==> config.mk <==
export PLATFORM = sky130hd
export DESIGN_NAME = exibe_sequencia
export DESIGN_NICKNAME = d
export VERILOG_FILES = /design/src/rtl/exibe_sequencia.sv
export SDC_FILE = /design/constraint.sdc
export NUM_CORES = 1
export LEC_CHECK = 0
export BUFFER_PORTS_ARGS = -buffer_cell sky130_fd_sc_hd__buf_4
export CAP_MARGIN = 20
export CORE_UTILIZATION = 54
export DETAILED_ROUTE_END_ITERATION = 8
export GPL_TIMING_DRIVEN = 0
export PLACE_DENSITY = 0.81
export SLEW_MARGIN = 10
export SYNTH_ARGS = -nofsm -noshare
export SYNTH_HDL_FRONTEND = slang
export SYNTH_SLANG_ARGS = --single-unit
==> constraint.sdc <==
create_clock -name clock -period 2.4 [get_ports clock]
set_input_delay 0 -clock clock [delete_from_list [all_inputs] [get_ports clock]]
set_output_delay 0 -clock clock [all_outputs]
set_load 0.01 [all_outputs]
==> src/rtl/exibe_sequencia.sv <==
// exibe_sequencia: plays back the stored move sequence of the memory game.
// On a start request it reads the jogadas memory from address 0 up to the
// captured limit and lights each move on the LEDs for T_ON cycles, followed
// by T_OFF dark cycles, then pulses pronto for one cycle.
//
// Ports:
//   clock            single clock, rising edge
//   reset            synchronous, active-high reset
//   iniciar_exibicao start request, honoured only while idle
//   limite           index of the last move to show, captured at start
//   dado_mem         asynchronous-read memory data for endereco
//   endereco         memory read address
//   leds             LED drive (zero outside the lit phase)
//   exibindo         high while a playback is in progress
//   pronto           one-cycle completion pulse
//   db_estado        current state code, for debug
module exibe_sequencia #(
  parameter int unsigned T_ON   = 500,
  parameter int unsigned T_OFF  = 250,
  parameter int unsigned ADDR_W = 4,
  parameter int unsigned DATA_W = 4
) (
  input  logic              clock,
  input  logic              reset,
  input  logic              iniciar_exibicao,
  input  logic [ADDR_W-1:0] limite,
  input  logic [DATA_W-1:0] dado_mem,
  output logic [ADDR_W-1:0] endereco,
  output logic [DATA_W-1:0] leds,
  output logic              exibindo,
  output logic              pronto,
  output logic [2:0]        db_estado
);

  localparam int unsigned T_MAX   = (T_ON > T_OFF) ? T_ON : T_OFF;
  localparam int unsigned TIMER_W = (T_MAX > 1) ? $clog2(T_MAX) : 1;
  localparam logic [TIMER_W-1:0] ON_LAST  = TIMER_W'(T_ON - 1);
  localparam logic [TIMER_W-1:0] OFF_LAST = TIMER_W'(T_OFF - 1);

  typedef enum logic [2:0] {
    OCIOSO  = 3'd0,
    CARREGA = 3'd1,
    ACENDE  = 3'd2,
    APAGA   = 3'd3,
    PROXIMO = 3'd4,
    FIM     = 3'd5
  } estado_t;

  estado_t             estado, estado_next;
  logic [ADDR_W-1:0]   lim_r, lim_next;
  logic [ADDR_W-1:0]   end_r, end_next;
  logic [DATA_W-1:0]   dado_r, dado_next;
  logic [TIMER_W-1:0]  timer, timer_next;

  logic [DATA_W-1:0]   leds_next;
  logic                exibindo_next;
  logic                pronto_next;
  logic [2:0]          db_estado_next;

  // Next-state, datapath and output decode. Outputs are computed from the
  // next state so that the registered outputs line up with the state.
  always_comb begin
    estado_next = estado;
    lim_next    = lim_r;
    end_next    = end_r;
    dado_next   = dado_r;
    timer_next  = timer;

    case (estado)
      OCIOSO: begin
        if (iniciar_exibicao) begin
          estado_next = CARREGA;
          lim_next    = limite;
          end_next    = '0;
          timer_next  = '0;
        end
      end
      CARREGA: begin
        dado_next   = dado_mem;
        timer_next  = '0;
        estado_next = ACENDE;
      end
      ACENDE: begin
        if (timer == ON_LAST) begin
          timer_next  = '0;
          estado_next = APAGA;
        end else begin
          timer_next = timer + TIMER_W'(1);
        end
      end
      APAGA: begin
        if (timer == OFF_LAST) begin
          timer_next  = '0;
          // The limit check ends playback before end_r can wrap.
          estado_next = (end_r == lim_r) ? FIM : PROXIMO;
        end else begin
          timer_next = timer + TIMER_W'(1);
        end
      end
      PROXIMO: begin
        end_next    = end_r + ADDR_W'(1);
        estado_next = CARREGA;
      end
      FIM: begin
        estado_next = OCIOSO;
      end
      default: begin
        estado_next = OCIOSO;
      end
    endcase

    leds_next      = (estado_next == ACENDE) ? dado_next : '0;
    exibindo_next  = (estado_next != OCIOSO);
    pronto_next    = (estado_next == FIM);
    db_estado_next = 3'(estado_next);
  end

  // State, datapath and output registers with synchronous reset.
  always_ff @(posedge clock) begin
    if (reset) begin
      estado    <= OCIOSO;
      lim_r     <= '0;
      end_r     <= '0;
      dado_r    <= '0;
      timer     <= '0;
      leds      <= '0;
      exibindo  <= 1'b0;
      pronto    <= 1'b0;
      db_estado <= 3'd0;
    end else begin
      estado    <= estado_next;
      lim_r     <= lim_next;
      end_r     <= end_next;
      dado_r    <= dado_next;
      timer     <= timer_next;
      leds      <= leds_next;
      exibindo  <= exibindo_next;
      pronto    <= pronto_next;
      db_estado <= db_estado_next;
    end
  end

  assign endereco = end_r;

endmodule

==> results of run 1 <==
[worst paths after layout]
| check | end | startpoint | slack [ns] | depth (start not counted) |
|---|---|---|---|---|
| worst max register to register | leds[2] | timer[0] | 0.40 | 5 |
| worst max-delay path | leds[2] | timer[0] | 0.40 | 5 |
| worst min register to register | dado_r[3] | dado_r[3] | 0.50 | 2 |
| worst min-delay path | endereco[2] | iniciar_exibicao | 0.20 | 4 |
[layout make-up]
class	instances	area (µm²)
multi-input combinational	104	715.7
sequential	30	600.6
fill	163	568.0
timing repair buffer	31	255.2
clock buffer	7	55.05
buffer	8	55.05
tap	28	35.03
inverter	2	7.507
clock inverter	1	5.005
[stage by stage]
stage | std cells | utilization
finish | 211 | 0.7527
detailed placement | 194 | 0.6857
floorplan | 144 | -
global route | 211 | 0.7527
global placement | 194 | 0.6857
CTS | 211 | 0.7511
[timing repair]
action	in CTS	in global routing
hold buffers	9	0
endpoints found under the hold margin	13	0
setup endpoints to repair	0	4
resized for setup	0	1
[worst max-delay path, stage by stage (launching register included)]
cell and delay [ns]:
dfxtp_1 0.44, ha_1 0.23, nor4bb_1 0.49, a32oi_1 0.11
o31ai_1 0.49, nor3_1 0.11
[registers in the layout (all words and copies together), names as in the netlist]
| name | cells |
|---|---|
| estado | 3 |
| timer | 9 |
| endereco | 4 |
| dado_r | 4 |
| exibindo | 1 |
| pronto | 1 |
| lim_r | 4 |
| leds | 4 |
[layout by cell type, fill, tap and decap left out, types with 2 or more instances in the layout]
| master | Yosys | final |
|---|---|---|
| nor2_1 | 15 | 15 |
| buf_4 | 0 | 22 |
| a32oi_1 | 2 | 2 |
| dlygate4sd3_1 | 0 | 9 |
| nand2_1 | 5 | 5 |
| nand4_1 | 6 | 6 |
| clkbuf_4 | 0 | 5 |
| xnor2_1 | 9 | 9 |
| o21ai_0 | 3 | 3 |
| nor3_1 | 19 | 19 |
| a21oi_1 | 5 | 4 |
| nor2b_1 | 2 | 2 |
| ha_1 | 3 | 3 |
| dfxtp_1 | 30 | 30 |
| clkbuf_1 | 4 | 5 |
| mux2i_1 | 8 | 8 |
| xor2_1 | 2 | 2 |
[logic make-up (layout without fill, tap and decap cells)]
logic type,Yosys count,after routing,synth area share
compound gates,17,17,0.08281
flops,30,30,0.4368
buf+inv,10,49,0.04548
mux,9,9,0.06643
xor+xnor,11,11,0.07007
simple gates,64,64,0.2712
fa+ha+maj,3,3,0.02730
[layer usage]
layer | vias up | global-route usage | part of all wire
li1 | 596 | - | -
met1 | 556 | 0.3191 | 0.44
met2 | 39 | 0.3966 | 0.48
met3 | 7 | 0.07826 | 0.056
met4 | 0 | 0.1447 | 0.024
met5 | - | 0 | 0
[power by group through the flow]
stage	Clock (mW)	Combinational (mW)	Sequential, mW
after floorplan	0	0.0776	0.538
after global placement	0	0.115	0.537
after detailed placement	0	0.118	0.538
after CTS	0.313	0.130	0.527
after global routing	0.330	0.146	0.529
final	0.305	0.132	0.527
==> results_dict.tcl, run 1 <==
set metrics [dict create \
    synth_edf_count 0 \
    clkPwrFrac 0.316 \
    setup_tns_ns 0 \
    netlist.area_leader.share 0.4368 \
    p_comb_frac 0.137 \
    worst_pin_slew_ns 0.8553 \
    finalPower_uw 963.7 \
    drv_cap 0 \
    fin_ws_ns 0.3976 \
    max_slew_margin 0.4260 \
    layout.nets 196 \
    path_clk_slew_ns 0.09 \
    grt_pass1_wl_mm 5.023 \
    synth_common_cells "dfxtp_1 (30), nor3_1 (19), nor2_1 (15), xnor2_1 (9), mux2i_1 (8)" \
    grt_overflow_total 0 \
    diodes 0 \
    die_w_um 52.46 \
    cts_buffers 5 \
    drt_iter0_drc 30 \
    rsz0062_at_grt "no" \
    rows 17 \
    grt_max_degree 11 \
    synth_fp_nets 158 \
    placed_area_mm2 0.001575 \
    yosysSeqAreaShare 0.4368 \
    hpwlAfterDp_mm 2.020 \
    synth_area_mm2 0.001375 \
    powerDensity_mw_per_mm2 557.3 \
    die_h_um 52.46 \
    maxSlewViolCount 0 \
    outcome "completed" \
    clockBufferDepth 2 \
    gp_congestion 0.8476 \
    grt_pass1_vias 1130 \
    async_reset_ff_frac 0 \
    ys_top_cells_by_area "dfxtp_1 (44%), nor3_1 (6.9%), mux2i_1 (5.8%)" \
    p_leak_nw 0.6693 \
    final_antenna_net_count 0 \
    crit_fanout 5 \
    wire_per_inst_um 14.31 \
    place_ws_ns 0.2748 \
    synth_area_leader_cell "dfxtp_1" \
    p_sw_frac 0.2520 \
    p_int_uw 720.8 \
    holdWs_ns 0.2041 \
    fmax_mhz 499.4 \
    drive_gt1_frac 0.2350 \
    avgSynthCellArea_um2 9.549 \
    p_seq_frac 0.546 \
    initial_core_util 0.5986 \
    post_cts_buffers 0 \
    antenna_found_initial 0 \
    vias 1198 \
    ys_seq_elements 30 \
    ys.flop_type "dfxtp_1" \
    drt_wl_total_mm 3.020 \
    cp_data_required_time_ns 2.57 \
    vias_per_cell 5.678 \
    cts_root_buffer "clkbuf_4" \
    arrival_ns 2.18 \
    drcViolationCount 0 \
    die_area_mm2 0.002752 \
    ir_drop_v 0.0003727 \
    numClockSinks 30 \
    htreeDepth 2 \
    track_usage 0.2588 \
    synth_cells 144 \
    final_cell_area_mm2 0.001729 \
    hold_path_class "primary input to flip-flop" \
    cts_tree "built" \
    synth.distinct_cells 45 \
    post-route-period-util 0.8344 \
    core_mm2 0.002297 \
    final-hold-violation-count 0 \
    insertion_delay_ns 0.32 \
    p_switching_uw 242.9 \
    criticalPathCategory "flip-flop to flip-flop" \
    yosysMostFrequentCell "dfxtp_1" \
    skew_ns 0.007348 \
    cp-end-kind "flip-flop" \
    setup_viol 0 \
    firstDrtPassIters 4 \
    period_minus_slack_ns 2.002 \
    port_buffers 22 \
    ios 24 \
    ys_warn_count 0 \
    syn2layout_area_growth_pct 25.75 \
    cp-start-kind "flip-flop" \
]
(Power assumes the default switching activity.)
==> inputs of run 2 (changes only) <==
CORE_UTILIZATION = 49   (was 54)
PLACE_DENSITY = 0.78   (was 0.81)
clock period = 1.75 ns   (was 2.4 ns; I/O delays follow)
==> results_dict.tcl, run 2 (synthesis results as in run 1) <==
set metrics [dict create \
    initial_core_util 0.5356 \
    p_leak_nw 0.7116 \
    wire_per_inst_um 15.59 \
    post-route-period-util 0.9651 \
    syn2layout_area_growth_pct 35.58 \
    htreeDepth 2 \
    final-hold-violation-count 0 \
    cp-start-kind "flip-flop" \
    vias 1273 \
    top_register "timer" \
    antenna_found_initial 0 \
    insertion_delay_ns 0.34 \
    rsz0062_at_grt "no" \
    grt_overflow_total 0 \
    layout_common_cells "dfxtp_1 (25), buf_4 (23), nor3_1 (18), nor2_1 (15)" \
    cp_data_required_time_ns 2.00 \
    die_w_um 54.98 \
    largest_reg_flops 9 \
    grt_pass1_wl_mm 5.292 \
    crit_fanout 6 \
    drt_wl_total_mm 3.337 \
    grt_max_degree 12 \
    drt_iter0_drc 28 \
    worst_pin_slew_ns 0.5659 \
    firstDrtPassIters 4 \
    final_util 0.7261 \
    final_cell_area_mm2 0.001864 \
    layout_commonest_cell "dfxtp_1" \
    hold_path_class "primary input to flip-flop" \
    vias_per_cell 5.949 \
    drive_gt1_frac 0.3098 \
    powerDensity_mw_per_mm2 889.9 \
    die_h_um 54.98 \
    setup_viol 0 \
    maxSlewViolCount 0 \
    ir_drop_v 0.0008163 \
    placed_area_mm2 0.001582 \
    drcViolationCount 0 \
    path_clk_slew_ns 0.10 \
    track_usage 0.2531 \
    fmax_mhz 592.1 \
    port_buffers 22 \
    rows 18 \
    cts_buffers 5 \
    skew_ns 0.01112 \
    arrival_ns 1.94 \
    criticalPathCategory "flip-flop to flip-flop" \
    cpPeakStageDelay_ns 0.54 \
    final_antenna_net_count 0 \
    outcome "completed" \
    max_slew_margin 0.6188 \
    numClockSinks 30 \
    cp_cell_sequence "inv_2 -> or4_4 -> or3_1 -> a211oi_1" \
    cp-end-kind "flip-flop" \
    cts_tree "built" \
    layout.nets 197 \
    drv_cap 0 \
    period_minus_slack_ns 1.689 \
    clockBufferDepth 2 \
    die_area_mm2 0.003022 \
    hpwlAfterDp_mm 2.126 \
    cts_root_buffer "clkbuf_4" \
    critPathSlowestCell "or4_4" \
    nFillCells 188 \
    ios 24 \
    core_mm2 0.002567 \
    gp_congestion 0.7920 \
    diodes 0 \
    grt_pass1_vias 1166 \
]
-- run 2: what timing repair did --
| action | in CTS | in global routing |
|---|---|---|
| endpoints found under the hold margin | 13 | 0 |
| hold buffers | 9 | 0 |
| cloned | 1 | 0 |
| setup buffers | 1 | 0 |
| pin swaps | 2 | 4 |
| resized for setup | 10 | 10 |
| endpoints found under the setup margin | 19 | 23 |
-- run 2: worst max-delay path, delay by kind of cell (launching register included) --
kind                   cells  cell delay (ns)
and+or+nand+nor            2             0.90
AOI/OAI and AO/OA          1             0.24
DFF                        1             0.40
buffers and inverters      1             0.06
-- run 2: worst paths after layout --
kind                to             start  cells after the start  slack (ns)
min           lim_r[1]  iniciar_exibicao                      4        0.16
max           timer[7]          timer[2]                      4        0.06
max reg2reg   timer[7]          timer[2]                      4        0.06
min reg2reg  dado_r[3]         dado_r[3]                      2        0.50
-- run 2: through the flow --
step | hold slack [ns] | TNS [ns] | setup slack, ns | std cells | total power, mW
5_1_grt | 0.1779 | 0 | 0.006451 | 214 | 1.709
3_3_place_gp | 0.2322 | -1.526 | -0.1507 | 196 | 0.8965
3_5_place_dp | 0.2472 | -2.355 | -0.2218 | 196 | 0.9044
4_1_cts | 0.1530 | 0 | 0.01591 | 215 | 1.667
6_report | 0.1624 | 0 | 0.06108 | 214 | 1.659
2_1_floorplan | 0.1472 | 0 | 0.07241 | 144 | 0.8455
-- run 2: metal layers --
| metal | part of all wire | global-route usage |
|---|---|---|
| met5 | 0 | 0 |
| met4 | 0.014 | 0.08750 |
| met3 | 0.057 | 0.09016 |
| met2 | 0.49 | 0.4056 |
| met1 | 0.44 | 0.3127 |
-- run 2: cell type report --
cell class                 instances  area (µm²)  share of cell area
buffer                             7       52.55             0.02819
clock buffer                       6       51.30             0.02752
clock inverter                     2       60.06             0.03221
inverter                           2       7.507            0.004027
multi-input combinational        105       780.7              0.4188
sequential                        30       611.8              0.3282
tap                               30       37.54             0.02013
timing repair buffer              32       262.8              0.1409
-- run 2: power by group --
part	switching, mW	leakage [nW]	internal (mW)
clock	0.246	0.0585	0.484
sequential	0.0184	0.246	0.705
combinational	0.106	0.407	0.100
